File: src/rtl/jedro_1_test_pkg.sv
// Shared types and width helpers for the jedro_1 end-of-test monitor.
package jedro_1_test_pkg;

  typedef enum logic [2:0] {
    ST_IDLE  = 3'd0,
    ST_RUN   = 3'd1,
    ST_DRAIN = 3'd2,
    ST_CHECK = 3'd3,
    ST_DONE  = 3'd4
  } state_e;

  function automatic int clog2_min1(input int v);
    return (v <= 1) ? 1 : $clog2(v);
  endfunction

  function automatic int max_int(input int a, input int b);
    return (a > b) ? a : b;
  endfunction

endpackage

File: src/rtl/jedro_1_test_monitor.sv
// End-of-test monitor: runs until illegal instruction or cycle limit, drains,
// then compares a list of register-file entries against expected values.
module jedro_1_test_monitor
  import jedro_1_test_pkg::*;
#(
  parameter int DATA_WIDTH     = 32,
  parameter int REG_ADDR_WIDTH = 5,
  parameter int MAX_CYCLES     = 64,
  parameter int DRAIN_CYCLES   = 3,
  parameter int NUM_CHECKS     = 2,
  parameter int REQUIRE_HALT   = 1,
  localparam int FCW  = $clog2(NUM_CHECKS + 1),
  localparam int IDXW = clog2_min1(NUM_CHECKS),
  localparam int CCW  = $clog2(MAX_CYCLES + 1)
) (
  input  logic                                 clk_i,
  input  logic                                 rstn_i,
  input  logic                                 start_i,
  input  logic                                 clear_i,
  input  logic                                 illegal_instr_i,
  input  logic [NUM_CHECKS*REG_ADDR_WIDTH-1:0] exp_addr_i,
  input  logic [NUM_CHECKS*DATA_WIDTH-1:0]     exp_data_i,
  output logic [REG_ADDR_WIDTH-1:0]            reg_addr_o,
  input  logic [DATA_WIDTH-1:0]                reg_data_i,
  output logic                                 busy_o,
  output logic                                 done_o,
  output logic                                 pass_o,
  output logic                                 halted_o,
  output logic                                 timeout_o,
  output logic [FCW-1:0]                       fail_count_o,
  output logic [IDXW-1:0]                      first_fail_idx_o,
  output logic [DATA_WIDTH-1:0]                first_fail_data_o,
  output logic [CCW-1:0]                       cycle_count_o
);

  // One counter serves both the run phase and the drain phase.
  localparam int CNTW = max_int(CCW, clog2_min1(DRAIN_CYCLES + 1));
  localparam logic [CNTW-1:0] RUN_MAX    = CNTW'(MAX_CYCLES);
  localparam logic [CNTW-1:0] RUN_LAST   = CNTW'(MAX_CYCLES - 1);
  localparam logic [CNTW-1:0] DRAIN_LAST = CNTW'((DRAIN_CYCLES > 0) ? DRAIN_CYCLES - 1 : 0);
  localparam logic [IDXW-1:0] K_LAST     = IDXW'(NUM_CHECKS - 1);

  state_e                    state_r, state_s;
  logic [CNTW-1:0]           cnt_r, cnt_s;
  logic [CCW-1:0]            cycle_count_r, cycle_count_s;
  logic [IDXW-1:0]           k_r, k_s, nk_s;
  logic [FCW-1:0]            fail_count_r, fail_count_s;
  logic [IDXW-1:0]           first_idx_r, first_idx_s;
  logic [DATA_WIDTH-1:0]     first_data_r, first_data_s;
  logic [REG_ADDR_WIDTH-1:0] reg_addr_r, reg_addr_s;
  logic [DATA_WIDTH-1:0]     exp_data_k_s;
  logic                      halted_r, halted_s, timeout_r, timeout_s;
  logic                      pass_r, pass_s, done_r, done_s, busy_r, busy_s;
  logic                      mismatch_s;

  assign exp_data_k_s = exp_data_i[k_r*DATA_WIDTH +: DATA_WIDTH];
  assign nk_s         = (k_r == K_LAST) ? {IDXW{1'b0}} : k_r + IDXW'(1'b1);

  // Next-state and next-result computation for every monitor register.
  always_comb begin
    state_s       = state_r;
    cnt_s         = cnt_r;
    cycle_count_s = cycle_count_r;
    k_s           = k_r;
    fail_count_s  = fail_count_r;
    first_idx_s   = first_idx_r;
    first_data_s  = first_data_r;
    reg_addr_s    = reg_addr_r;
    halted_s      = halted_r;
    timeout_s     = timeout_r;
    pass_s        = pass_r;
    done_s        = done_r;
    mismatch_s    = 1'b0;
    case (state_r)
      ST_IDLE: begin
        if (start_i) begin
          state_s       = ST_RUN;
          cnt_s         = {CNTW{1'b0}};
          cycle_count_s = {CCW{1'b0}};
        end else begin
          state_s = ST_IDLE;
        end
      end
      ST_RUN: begin
        cnt_s         = (cnt_r == RUN_MAX) ? cnt_r : cnt_r + CNTW'(1'b1);
        cycle_count_s = CCW'(cnt_s);
        if (illegal_instr_i || (cnt_r == RUN_LAST)) begin
          // Halt takes priority when it coincides with the cycle limit.
          if (illegal_instr_i) begin
            halted_s = 1'b1;
          end else begin
            timeout_s = 1'b1;
          end
          if (DRAIN_CYCLES == 0) begin
            state_s    = ST_CHECK;
            k_s        = {IDXW{1'b0}};
            reg_addr_s = exp_addr_i[0 +: REG_ADDR_WIDTH];
          end else begin
            state_s = ST_DRAIN;
            cnt_s   = {CNTW{1'b0}};
          end
        end else begin
          state_s = ST_RUN;
        end
      end
      ST_DRAIN: begin
        if (cnt_r == DRAIN_LAST) begin
          state_s    = ST_CHECK;
          k_s        = {IDXW{1'b0}};
          reg_addr_s = exp_addr_i[0 +: REG_ADDR_WIDTH];
        end else begin
          cnt_s = cnt_r + CNTW'(1'b1);
        end
      end
      ST_CHECK: begin
        mismatch_s = (reg_data_i != exp_data_k_s);
        if (mismatch_s) begin
          fail_count_s = fail_count_r + FCW'(1'b1);
          if (fail_count_r == {FCW{1'b0}}) begin
            first_idx_s  = k_r;
            first_data_s = reg_data_i;
          end else begin
            first_idx_s = first_idx_r;
          end
        end else begin
          fail_count_s = fail_count_r;
        end
        if (k_r == K_LAST) begin
          state_s    = ST_DONE;
          done_s     = 1'b1;
          pass_s     = (fail_count_s == {FCW{1'b0}}) && !((REQUIRE_HALT != 0) && timeout_r);
          reg_addr_s = {REG_ADDR_WIDTH{1'b0}};
        end else begin
          k_s        = nk_s;
          reg_addr_s = exp_addr_i[nk_s*REG_ADDR_WIDTH +: REG_ADDR_WIDTH];
        end
      end
      ST_DONE: begin
        if (clear_i) begin
          state_s       = ST_IDLE;
          cycle_count_s = {CCW{1'b0}};
          fail_count_s  = {FCW{1'b0}};
          first_idx_s   = {IDXW{1'b0}};
          first_data_s  = {DATA_WIDTH{1'b0}};
          halted_s      = 1'b0;
          timeout_s     = 1'b0;
          pass_s        = 1'b0;
          done_s        = 1'b0;
        end else begin
          state_s = ST_DONE;
        end
      end
      default: begin
        state_s = ST_IDLE;
      end
    endcase
    busy_s = (state_s == ST_RUN) || (state_s == ST_DRAIN) || (state_s == ST_CHECK);
  end

  // FSM state register.
  always_ff @(posedge clk_i or negedge rstn_i) begin
    if (!rstn_i) begin
      state_r <= ST_IDLE;
    end else begin
      state_r <= state_s;
    end
  end

  // Counter, check index and result registers.
  always_ff @(posedge clk_i or negedge rstn_i) begin
    if (!rstn_i) begin
      cnt_r         <= {CNTW{1'b0}};
      cycle_count_r <= {CCW{1'b0}};
      k_r           <= {IDXW{1'b0}};
      fail_count_r  <= {FCW{1'b0}};
      first_idx_r   <= {IDXW{1'b0}};
      first_data_r  <= {DATA_WIDTH{1'b0}};
      reg_addr_r    <= {REG_ADDR_WIDTH{1'b0}};
      halted_r      <= 1'b0;
      timeout_r     <= 1'b0;
      pass_r        <= 1'b0;
      done_r        <= 1'b0;
      busy_r        <= 1'b0;
    end else begin
      cnt_r         <= cnt_s;
      cycle_count_r <= cycle_count_s;
      k_r           <= k_s;
      fail_count_r  <= fail_count_s;
      first_idx_r   <= first_idx_s;
      first_data_r  <= first_data_s;
      reg_addr_r    <= reg_addr_s;
      halted_r      <= halted_s;
      timeout_r     <= timeout_s;
      pass_r        <= pass_s;
      done_r        <= done_s;
      busy_r        <= busy_s;
    end
  end

  assign reg_addr_o        = reg_addr_r;
  assign busy_o            = busy_r;
  assign done_o            = done_r;
  assign pass_o            = pass_r;
  assign halted_o          = halted_r;
  assign timeout_o         = timeout_r;
  assign fail_count_o      = fail_count_r;
  assign first_fail_idx_o  = first_idx_r;
  assign first_fail_data_o = first_data_r;
  assign cycle_count_o     = cycle_count_r;

endmodule

File: config.mk
export PLATFORM = sky130hd
export DESIGN_NAME = jedro_1_test_monitor
export DESIGN_NICKNAME = d
export VERILOG_FILES = /design/src/rtl/jedro_1_test_pkg.sv /design/src/rtl/jedro_1_test_monitor.sv
export SDC_FILE = /design/constraint.sdc
export NUM_CORES = 1
export LEC_CHECK = 0
export BUFFER_PORTS_ARGS = -buffer_cell sky130_fd_sc_hd__buf_2
export CORE_ASPECT_RATIO = 1.5
export CORE_MARGIN = 3
export CORE_UTILIZATION = 25
export CTS_CLUSTER_DIAMETER = 100
export CTS_CLUSTER_SIZE = 40
export DETAILED_ROUTE_END_ITERATION = 8
export HOLD_SLACK_MARGIN = 0.1
export PLACE_DENSITY_LB_ADDON = 0.08
export SYNTH_ARGS = -nofsm -noshare
export SYNTH_HDL_FRONTEND = slang
export SYNTH_SLANG_ARGS = --single-unit
File: constraint.sdc
create_clock -name clk_i -period 2.3 [get_ports clk_i]
set_input_delay 0.46 -clock clk_i [delete_from_list [all_inputs] [get_ports clk_i]]
set_output_delay 0.46 -clock clk_i [all_outputs]
set_load 0.01 [all_outputs]
==> impl_metrics.env, run 1 <==
export IMPL_clk_path_buf_depth=2
export IMPL_placed_cell_area_mm2=0.00497
export IMPL_use_met1_pct=17.3
export IMPL_die_height_um=157
export IMPL_num_antenna_cells=0
export IMPL_nNetsFinal=692
export IMPL_worstReg2RegStart="k_r"
export IMPL_cp_max_fo=8
export IMPL_timing_rr_end="first_fail_data_o[4]"
export IMPL_slowest_delay_ns=0.43
export IMPL_vias_per_cell=4.51
export IMPL_min_path_type="in2async"
export IMPL_antenna_found_initial=1
export IMPL_cp_data_required_time_ns=2.54
export IMPL_wl_per_cell_um=17.9
export IMPL_clock_skew_ns=0.00624
export IMPL_drive_above_1_share_pct=41.4
export IMPL_synth_warnings=0
export IMPL_yosysSeqAreaShare_pct=41.3
export IMPL_yosysMostFrequentCell="nand2_1"
export IMPL_dieArea_mm2=0.0168
export IMPL_synth_common_cells="89 x nand2_1, 71 x mux2i_1, 63 x dfrtp_1"
export IMPL_endpoint_kind="flip-flop"
export IMPL_p_total_w=0.00639
export IMPL_cpMaxStageDelayCell="dfrtp_2"
export IMPL_status="complete, but fails checks"
export IMPL_clkTransAtPathRegs_ns=0.06
export IMPL_synth_cells=383
export IMPL_startpoint_type="flip-flop"
export IMPL_rsz0062_at_grt="true"
export IMPL_slew_headroom_pct=58.9
export IMPL_synth_edf_count=0
export IMPL_drc=0
export IMPL_critPathKind="reg2reg"
export IMPL_p_per_area_mw_per_mm2=1160
export IMPL_synth_largest_area_cell="dfrtp_1"
export IMPL_multi_input_area_mm2=0.00215
export IMPL_io_pins=163
export IMPL_synth_top_area_share_pct=41.3
export IMPL_finalSetupViolCount=34
export IMPL_violations="setup timing"
export IMPL_worst_pin_slew_ns=0.607
export IMPL_met2_usage_pct=29.3
export IMPL_ff2ff_setup_slack_ns=-0.12
export IMPL_grt_pass1_wl_mm=20.4
export IMPL_yosys_top_cells_area="dfrtp_1 41%, mux2i_1 19%, nand2_1 8.7%, xnor2_1 8.5%, o21ai_0 2.2%"
export IMPL_arrival_ns=2.66
export IMPL_post_route_period_util_pct=105
export IMPL_start_util_pct=25.9
export IMPL_numCtsBuffers=9
export IMPL_cts_sinks=63
export IMPL_die_x_um=107
export IMPL_cts_tree="done"
export IMPL_path_cells="buf_4, clkbuf_16, mux2i_4, xnor2_1, nor4_2, nand4_4, o211ai_4, buf_12, buf_12, mux2i_2"
export IMPL_clkLatencyLatePin_ns=0.33
export IMPL_overflow=0
export IMPL_top_usage_layer="met2"
export IMPL_fmax_mhz=414
export IMPL_setup_slack_ns=-0.118
export IMPL_synth_fp_nets=498
export IMPL_ys_ff_latch=63
export IMPL_p_leak_nw=3.02
export IMPL_dpl_hpwl_mm=10.6
export IMPL_vias=3497
export IMPL_ff2ff_path_depth=10
export IMPL_ys_types=42
export IMPL_grt_max_degree=40
export IMPL_slew_violations=0
export IMPL_cp_common_cell="buf_12"
export IMPL_hold_viol_final=0
export IMPL_syn_avg_cell_area_um2=9.98
export IMPL_netlist_area_mm2=0.00382
export IMPL_detail_route_antenna_nets=0
export IMPL_drv_cap=0
export IMPL_globalRouteMet3Util_pct=4.27
export IMPL_fillers=1553
export IMPL_path_buf_inv=4
export IMPL_drt_initial_drc_count=105
export IMPL_regArea_mm2=0.00158
export IMPL_path_delay_family="buffers and inverters"
export IMPL_fin_area_mm2=0.00550
export IMPL_synth_ff_type="dfrtp_1"
export IMPL_grt_pass1_vias=3729
export IMPL_max_vdd_ir_drop_mv=0.398
export IMPL_dr_pass1_iters=6
export IMPL_cts_root_buffer="clkbuf_16"
export IMPL_h_tree_depth=3
export IMPL_grt_use_total_pct=15.8
export IMPL_place_congestion=0.779
export IMPL_routed_wl_mm=13.9
export IMPL_synthArstFlopShare_pct=100
export IMPL_placement_rows=54
export IMPL_core_mm2=0.0147
export IMPL_fin_crit_ns=2.42
export IMPL_port_buffers=162
export IMPL_area_growth_pct=43.8
[cell usage in the layout, fill, tap and decap left out, drive strengths merged, types with 2 or more instances in the layout]
master	n
nand2b	3
xor2	2
nand2	89
or2	2
o2bb2ai	2
clkbuf	14
nand4	2
a21oi	5
nor2b	3
nand3	7
o21ai	17
a21o	2
clkinvlp	2
xnor2	37
o31ai	3
nand3b	7
buf	200
ha	4
mux2i	71
dfrtp	63
nor2	7
nor4	10
inv	5
nor3	5
[worst max-delay path by stage]
stage | endpoint | slack, ns | cells after the start | startpoint
2_1_floorplan | first_fail_data_o[10] | 0.11 | 9 | k_r
3_3_place_gp | first_fail_data_o[31] | -0.15 | 9 | k_r
3_5_place_dp | first_fail_data_o[23] | -0.18 | 9 | k_r
4_1_cts | first_fail_data_o[23] | -0.09 | 8 | k_r
5_1_grt | first_fail_data_o[4] | -0.22 | 10 | k_r
6_report | first_fail_data_o[4] | -0.12 | 10 | k_r
[final cells by class]
type	count	area share [%]
Clock inverter	3	0.364
Timing Repair Buffer	203	22.5
Sequential cell	63	28.7
Tap cell	196	4.46
Clock buffer	11	4.60
Inverter	5	0.341
Multi-Input combinational cell	295	39.0
[metal layers]
layer  vias to the layer above  routed length [µm]  share of wire [%]
met5                         -                  13              0.093
met4                         2                 217                1.6
met3                        17                 967                6.9
met2                       115                7540                 54
met1                      1654                5180                 37
li1                       1709                   -                  -
[what timing repair did]
item,4_1_cts,5_1_grt
setup buffers,0,6
setup endpoints to repair,36,41
gates cloned,0,5
pin swaps,0,3
hold buffers,0,0
gates resized for setup,5,14
[metrics by stage]
| stage | utilization [%] | instances | setup WS (ns) | hold slack, ns | setup TNS, ns |
|---|---|---|---|---|---|
| detailed placement | 33.7 | 751 | -0.179 | 0.468 | -5.05 |
| finish | 37.3 | 776 | -0.118 | 0.128 | -2.68 |
| global placement | 33.7 | 751 | -0.148 | 0.472 | -4.76 |
| CTS | 35.7 | 765 | -0.0889 | 0.129 | -1.64 |
| global route | 37.3 | 776 | -0.217 | 0.157 | -6.45 |
| floorplan | - | 383 | 0.110 | 0.164 | 0 |
[worst register-to-register path, cell delays in order, from the launching register on]
cell and delay [ns]:
dfrtp_2 0.43, buf_4 0.16, clkbuf_16 0.17, mux2i_4 0.19, xnor2_1 0.14, nor4_2 0.35, nand4_4 0.16, o211ai_4 0.23
buf_12 0.16, buf_12 0.14, mux2i_2 0.22
[cell families after synthesis]
group | after synthesis | synth area share (%)
adders and majority gates | 4 | 1.31
xor gates and xnor gates | 39 | 8.94
and+or+nand+nor | 142 | 18.4
DFF | 63 | 41.3
AOI/OAI and AO/OA | 39 | 6.78
buffers and inverters | 25 | 4.75
muxes | 71 | 18.6
[registers in the layout, indices dropped and copies added, names as in the netlist, 2 cells and up]
name               flops
reg_addr_o             5
first_fail_data_o     32
state_r                3
fail_count_o           2
cnt_r                  7
cycle_count_o          7
[where the power goes]
group	total (W)	internal [W]	switching, W
combinational	0.00330	0.00158	0.00172
clock	0.00128	0.000774	0.000505
sequential	0.00181	0.00154	0.000273
Power figures use the tool's default switching activity.
==> run 2: changes to the inputs <==
Settings changed: GPL_TIMING_DRIVEN from default to 0, SETUP_SLACK_MARGIN from default to 0.3.
==> run 2 against run 1 <==
The run still ends with setup timing left. Combinational power up 6.4%. Clock power is 8% higher. Maximum frequency shrank 3.3%. Sequential cell count unchanged. Sequential share of layout area shrank 0.77 points. Global-route usage increased by 0.28 points. Critical path depth increased by 1. Setup slack got worse by 0.083 ns. Core utilization is 1.1 points higher. Critical path type unchanged.
==> impl_metrics.env, run 2 (synthesized netlist as in run 1, its figures left out) <==
export IMPL_status="complete, but fails checks"
export IMPL_violations="setup timing"
export IMPL_overflow=0
export IMPL_mostFrequentLayoutCell="buf_2"
export IMPL_dr_pass1_iters=6
export IMPL_vias=3496
export IMPL_placement_rows=54
export IMPL_area_growth_pct=47.9
export IMPL_ff2ff_setup_slack_ns=-0.20
export IMPL_worstReg2RegStart="k_r"
export IMPL_clk_path_buf_depth=2
export IMPL_h_tree_depth=3
export IMPL_grt_use_total_pct=16.1
export IMPL_drive_above_1_share_pct=42.3
export IMPL_clkTransAtPathRegs_ns=0.06
export IMPL_grt_max_degree=64
export IMPL_cp_data_required_time_ns=2.55
export IMPL_p_per_area_mw_per_mm2=1190
export IMPL_placed_cell_area_mm2=0.00489
export IMPL_slew_violations=0
export IMPL_cts_sinks=63
export IMPL_largest_register_ffs=32
export IMPL_worst_pin_slew_ns=0.877
export IMPL_num_antenna_cells=0
export IMPL_drt_initial_drc_count=101
export IMPL_p_int_w=0.00411
export IMPL_startpoint_type="flip-flop"
export IMPL_grt_pass1_wl_mm=20.5
export IMPL_antenna_found_initial=0
export IMPL_port_buffers=162
export IMPL_numCtsBuffers=9
export IMPL_setup_slack_ns=-0.202
export IMPL_hold_viol_final=0
export IMPL_use_met1_pct=17.5
export IMPL_dieArea_mm2=0.0168
export IMPL_timing_rr_end="first_fail_data_o[7]"
export IMPL_vias_per_cell=4.51
export IMPL_detail_route_antenna_nets=0
export IMPL_clock_skew_ns=0.00661
export IMPL_power_frac_comb_pct=52.3
export IMPL_finalSetupViolCount=36
export IMPL_cts_root_buffer="clkbuf_16"
export IMPL_setup_tns_ns=-5.81
export IMPL_nNetsFinal=690
export IMPL_fmax_mhz=400
export IMPL_io_pins=163
export IMPL_post_route_period_util_pct=109
export IMPL_utilization_pct=38.4
export IMPL_fin_area_mm2=0.00565
export IMPL_min_path_type="in2async"
export IMPL_die_height_um=157
export IMPL_cp_max_fo=8
export IMPL_clkLatencyLatePin_ns=0.33
export IMPL_pwr_share_seq_pct=27.1
export IMPL_routed_wl_mm=13.8
export IMPL_power_switching_w=0.00261
export IMPL_critPathKind="reg2reg"
export IMPL_die_x_um=107
export IMPL_top_usage_layer="met2"
export IMPL_p_leak_nw=3.04
export IMPL_p_clk_share_pct=20.6
export IMPL_ctsHoldBuffers=0
export IMPL_ff2ff_path_depth=11
export IMPL_slew_headroom_pct=41.5
export IMPL_fin_crit_ns=2.50
export IMPL_drv_cap=0
export IMPL_endpoint_kind="flip-flop"
export IMPL_place_congestion=0.796
export IMPL_switching_share_pct=38.9
export IMPL_start_util_pct=25.9
export IMPL_pre_cts_ws_ns=-0.740
export IMPL_cts_tree="done"
export IMPL_wl_per_cell_um=17.8
export IMPL_arrival_ns=2.75
export IMPL_dpl_hpwl_mm=10.4
export IMPL_globalRouteMet3Util_pct=3.94
export IMPL_core_mm2=0.0147
export IMPL_final_cell_mix="162 x buf_2, 89 x nand2_1, 65 x mux2i_1"
export IMPL_met2_usage_pct=30.5
export IMPL_max_vdd_ir_drop_mv=0.546
export IMPL_drc=0
export IMPL_grt_pass1_vias=3690
export IMPL_rsz0062_at_grt="true"
## run 2: cell count changes in the layout (fill, tap and decap cells not counted), moves of 2 or more
cell	previous run	this run
buf_12	4	6
buf_4	30	14
buf_8	0	2
clkbuf_1	0	8
clkbuf_2	0	4
nand3_1	7	5
nand3_2	0	2
nor4_2	8	6
nor4_4	0	3
xnor2_1	36	34
xnor2_2	1	3
## run 2: critical path, cell delays in order, from the launching register on
cell and delay [ns]:
dfrtp_1 0.37, buf_6 0.14, buf_12 0.13, buf_4 0.15
mux2i_4 0.19, xnor2_1 0.14, nor4_2 0.37, nand4_4 0.17
o211ai_4 0.22, buf_12 0.19, clkbuf_16 0.17, mux2i_1 0.18
## run 2: power by group through the flow
stage | logic [W] | clock network (W) | registers (W)
after global placement | 0.00296 | 0 | 0.00179
after global routing | 0.00383 | 0.00149 | 0.00187
after floorplan | 0.00178 | 0 | 0.00195
after detailed placement | 0.00300 | 0 | 0.00181
final | 0.00351 | 0.00138 | 0.00182
after CTS | 0.00323 | 0.00144 | 0.00179
## run 2: cell type report
type | count | area [µm²]
clock buffers | 12 | 256
clock inverters | 3 | 42.5
flip-flops and latches | 63 | 1580
well taps | 196 | 245
inverters | 5 | 18.8
repair buffers | 181 | 1030
fillers | 1574 | 9080
multi-input cells | 295 | 2290
plain buffers | 20 | 189
## run 2: worst max-delay path by stage
stage                     from                     to  cells after the start
final                      k_r   first_fail_data_o[7]                     11
after global routing       k_r  first_fail_data_o[18]                     11
after CTS                  k_r  first_fail_data_o[19]                     10
after detailed placement   k_r  first_fail_data_o[18]                      9
after global placement     k_r  first_fail_data_o[11]                      9
after floorplan            k_r  first_fail_data_o[10]                      9
## run 2: stage by stage
stage	total power [W]	hold slack (ns)	cells
after floorplan	0.00373	0.164	383
after global placement	0.00476	0.460	741
after detailed placement	0.00481	0.459	741
after CTS	0.00646	0.291	767
after global routing	0.00720	0.306	775
final	0.00672	0.244	775
## run 2: what timing repair did
item                       4_1_cts  5_1_grt
gates cloned                     1        2
pin swaps                        5       10
buffers inserted                10        6
setup endpoints to repair       50       49
gates resized for setup         15       45
## run 2: layer usage
metal / routed length (µm) / vias up
met3: 852 / 11
met1: 5260 / 1655
li1: - / 1714
met2: 7460 / 116
met4: 191 / 0
met5: 0 / -
==> run 3: changes to the inputs <==
Settings changed: CELL_PAD_IN_SITES_DETAIL_PLACEMENT from default to 0, CELL_PAD_IN_SITES_GLOBAL_PLACEMENT from default to 1, CORE_ASPECT_RATIO 1.5 to 0.6.
==> run 3 against run 2 <==
The flow still finishes with violations (setup timing). Sequential power barely moved. Sequential share of layout area shrank 0.49 points. Non-clock buffer count is 5 higher. Global-route usage rose by 0.36 points. First-iteration DRC count rose by 53%. Cell count up 1.0%. Core utilization rose by 0.74 points. Setup slack improved by 0.033 ns. Critical path type unchanged.
==> impl_metrics.env, run 3 (synthesized netlist as in run 1, its figures left out) <==
export IMPL_dr_pass1_iters=4
export IMPL_max_vdd_ir_drop_mv=0.412
export IMPL_antenna_found_initial=0
export IMPL_dpl_hpwl_mm=10.5
export IMPL_cp_data_required_time_ns=2.55
export IMPL_drt_initial_drc_count=155
export IMPL_cts_sinks=63
export IMPL_numCtsBuffers=9
export IMPL_cts_tree="done"
export IMPL_p_int_w=0.00423
export IMPL_routed_wl_mm=14.0
export IMPL_post_route_period_util_pct=107
export IMPL_fin_crit_ns=2.47
export IMPL_fmax_mhz=405
export IMPL_pre_cts_ws_ns=-0.926
export IMPL_vias_per_cell=4.45
export IMPL_final_cell_mix="161 x buf_2, 89 x nand2_1, 63 x mux2i_1"
export IMPL_pwr_share_seq_pct=26.0
export IMPL_rsz0062_at_grt="true"
export IMPL_clock_skew_ns=0.00886
export IMPL_p_leak_nw=3.08
export IMPL_min_path_type="in2reg"
export IMPL_wl_met3_um=744
export IMPL_setup_slack_ns=-0.169
export IMPL_violations="setup timing"
export IMPL_power_switching_w=0.00276
export IMPL_hold_path_startpoint="exp_addr_i[6]"
export IMPL_cts_root_buffer="clkbuf_16"
export IMPL_grt_use_total_pct=16.5
export IMPL_vias=3488
export IMPL_mostFrequentLayoutCell="buf_2"
export IMPL_worst_pin_slew_ns=0.571
export IMPL_slew_headroom_pct=61.9
export IMPL_drive_above_1_share_pct=43.6
export IMPL_cp_max_fo=6
export IMPL_critPathKind="reg2reg"
export IMPL_start_util_pct=26.0
export IMPL_top_layer_used="met4"
export IMPL_utilization_pct=39.1
export IMPL_slew_violations=0
export IMPL_place_congestion=0.797
export IMPL_power_frac_comb_pct=54.2
export IMPL_clkLatencyLatePin_ns=0.33
export IMPL_worstReg2RegStart="k_r"
export IMPL_die_height_um=102
export IMPL_p_clk_share_pct=19.8
export IMPL_clkTransAtPathRegs_ns=0.06
export IMPL_status="complete, but fails checks"
export IMPL_nNetsFinal=695
export IMPL_ff2ff_path_depth=10
export IMPL_port_buffers=162
export IMPL_startpoint_type="flip-flop"
export IMPL_grt_pass1_vias=3498
export IMPL_p_per_area_mw_per_mm2=1210
export IMPL_clk_path_buf_depth=2
export IMPL_die_x_um=166
export IMPL_switching_share_pct=39.5
export IMPL_finalSetupViolCount=34
export IMPL_overflow=0
export IMPL_m1WireLength_mm=7.84
export IMPL_core_mm2=0.0147
export IMPL_num_antenna_cells=0
export IMPL_detail_route_antenna_nets=0
export IMPL_grt_pass1_wl_mm=21.2
export IMPL_drc=0
export IMPL_wl_per_cell_um=17.9
export IMPL_io_pins=163
export IMPL_p_total_w=0.00699
export IMPL_grt_max_degree=44
export IMPL_dieArea_mm2=0.0169
export IMPL_hold_viol_final=0
export IMPL_worstHoldPathCells=3
export IMPL_drv_cap=0
export IMPL_placement_rows=34
export IMPL_wl_met2_mm=5.31
export IMPL_arrival_ns=2.72
export IMPL_largest_register_ffs=32
export IMPL_cp_startpoint="k_r"
export IMPL_area_growth_pct=50.7
export IMPL_h_tree_depth=3
export IMPL_endpoint_kind="flip-flop"
## run 3: cell types whose count changed in the layout (fill, tap and decap cells not counted), moves of 2 or more
cell | before | now
buf_12 | 6 | 8
buf_16 | 1 | 3
buf_6 | 3 | 6
buf_8 | 2 | 0
clkinvlp_4 | 1 | 3
mux2i_1 | 65 | 63
mux2i_2 | 3 | 5
o31ai_1 | 2 | 0
o31ai_2 | 0 | 2
## run 3: final timing paths
check	to	slack, ns
setup / recovery	first_fail_data_o[25]	-0.17
hold / removal	reg_addr_o[1]	0.37
setup reg to reg	first_fail_data_o[25]	-0.17
hold reg to reg	done_o	0.48
max in group asynchronous	cnt_r[0]	1.19
min in group asynchronous	busy_o	0.57
## run 3: what timing repair did
item | in CTS | in global routing
endpoints found under the hold margin | 20 | 0
buffers inserted | 19 | 0
hold buffers | 1 | 0
gates cloned | 2 | 1
resized for setup | 35 | 28
pin swaps | 10 | 2
setup endpoints to repair | 51 | 49
## run 3: worst max-delay path, cell delays in order, from the launching register on
cell and delay [ns]:
dfrtp_1 0.37, buf_6 0.14, buf_12 0.15, mux2i_4 0.19, xnor2_2 0.15, nor4_4 0.48
nand4_4 0.17, o211ai_4 0.25, buf_6 0.17, buf_12 0.13, mux2i_2 0.20
## run 3: per-layer routing
layer / vias to the layer above / GRT usage (%)
li1: 1716 / -
met1: 1661 / 26.6
met2: 103 / 21.2
met3: 8 / 4.37
met4: 0 / 3.07
met5: - / 0
## run 3: final cells by class
type / count / area, µm²
Buffer: 20 / 204
Clock inverter: 5 / 57.6
Sequential cell: 63 / 1580
Tap cell: 198 / 248
Fill cell: 1546 / 8960
Clock buffer: 11 / 243
Multi-Input combinational cell: 295 / 2290
Timing Repair Buffer: 186 / 1120
Inverter: 5 / 18.8
## run 3: metrics by stage
| stage | std cells | hold slack [ns] | setup TNS [ns] | instance area [µm²] |
|---|---|---|---|---|
| floorplan | 383 | 0.164 | 0 | 3830 |
| global placement | 743 | 0.457 | -30.17 | 4890 |
| detailed placement | 744 | 0.383 | -33.31 | 4920 |
| CTS | 782 | 0.361 | -4.72 | 5620 |
| global route | 783 | 0.379 | -9.07 | 5760 |
| finish | 783 | 0.371 | -4.69 | 5760 |
## run 3: power groups by stage
stage	logic [W]	registers, W	clock network [W]
final	0.00379	0.00181	0.00139
after global routing	0.00414	0.00188	0.00148
after floorplan	0.00178	0.00195	0
after global placement	0.00303	0.00180	0
after CTS	0.00368	0.00181	0.00143
after detailed placement	0.00305	0.00181	0
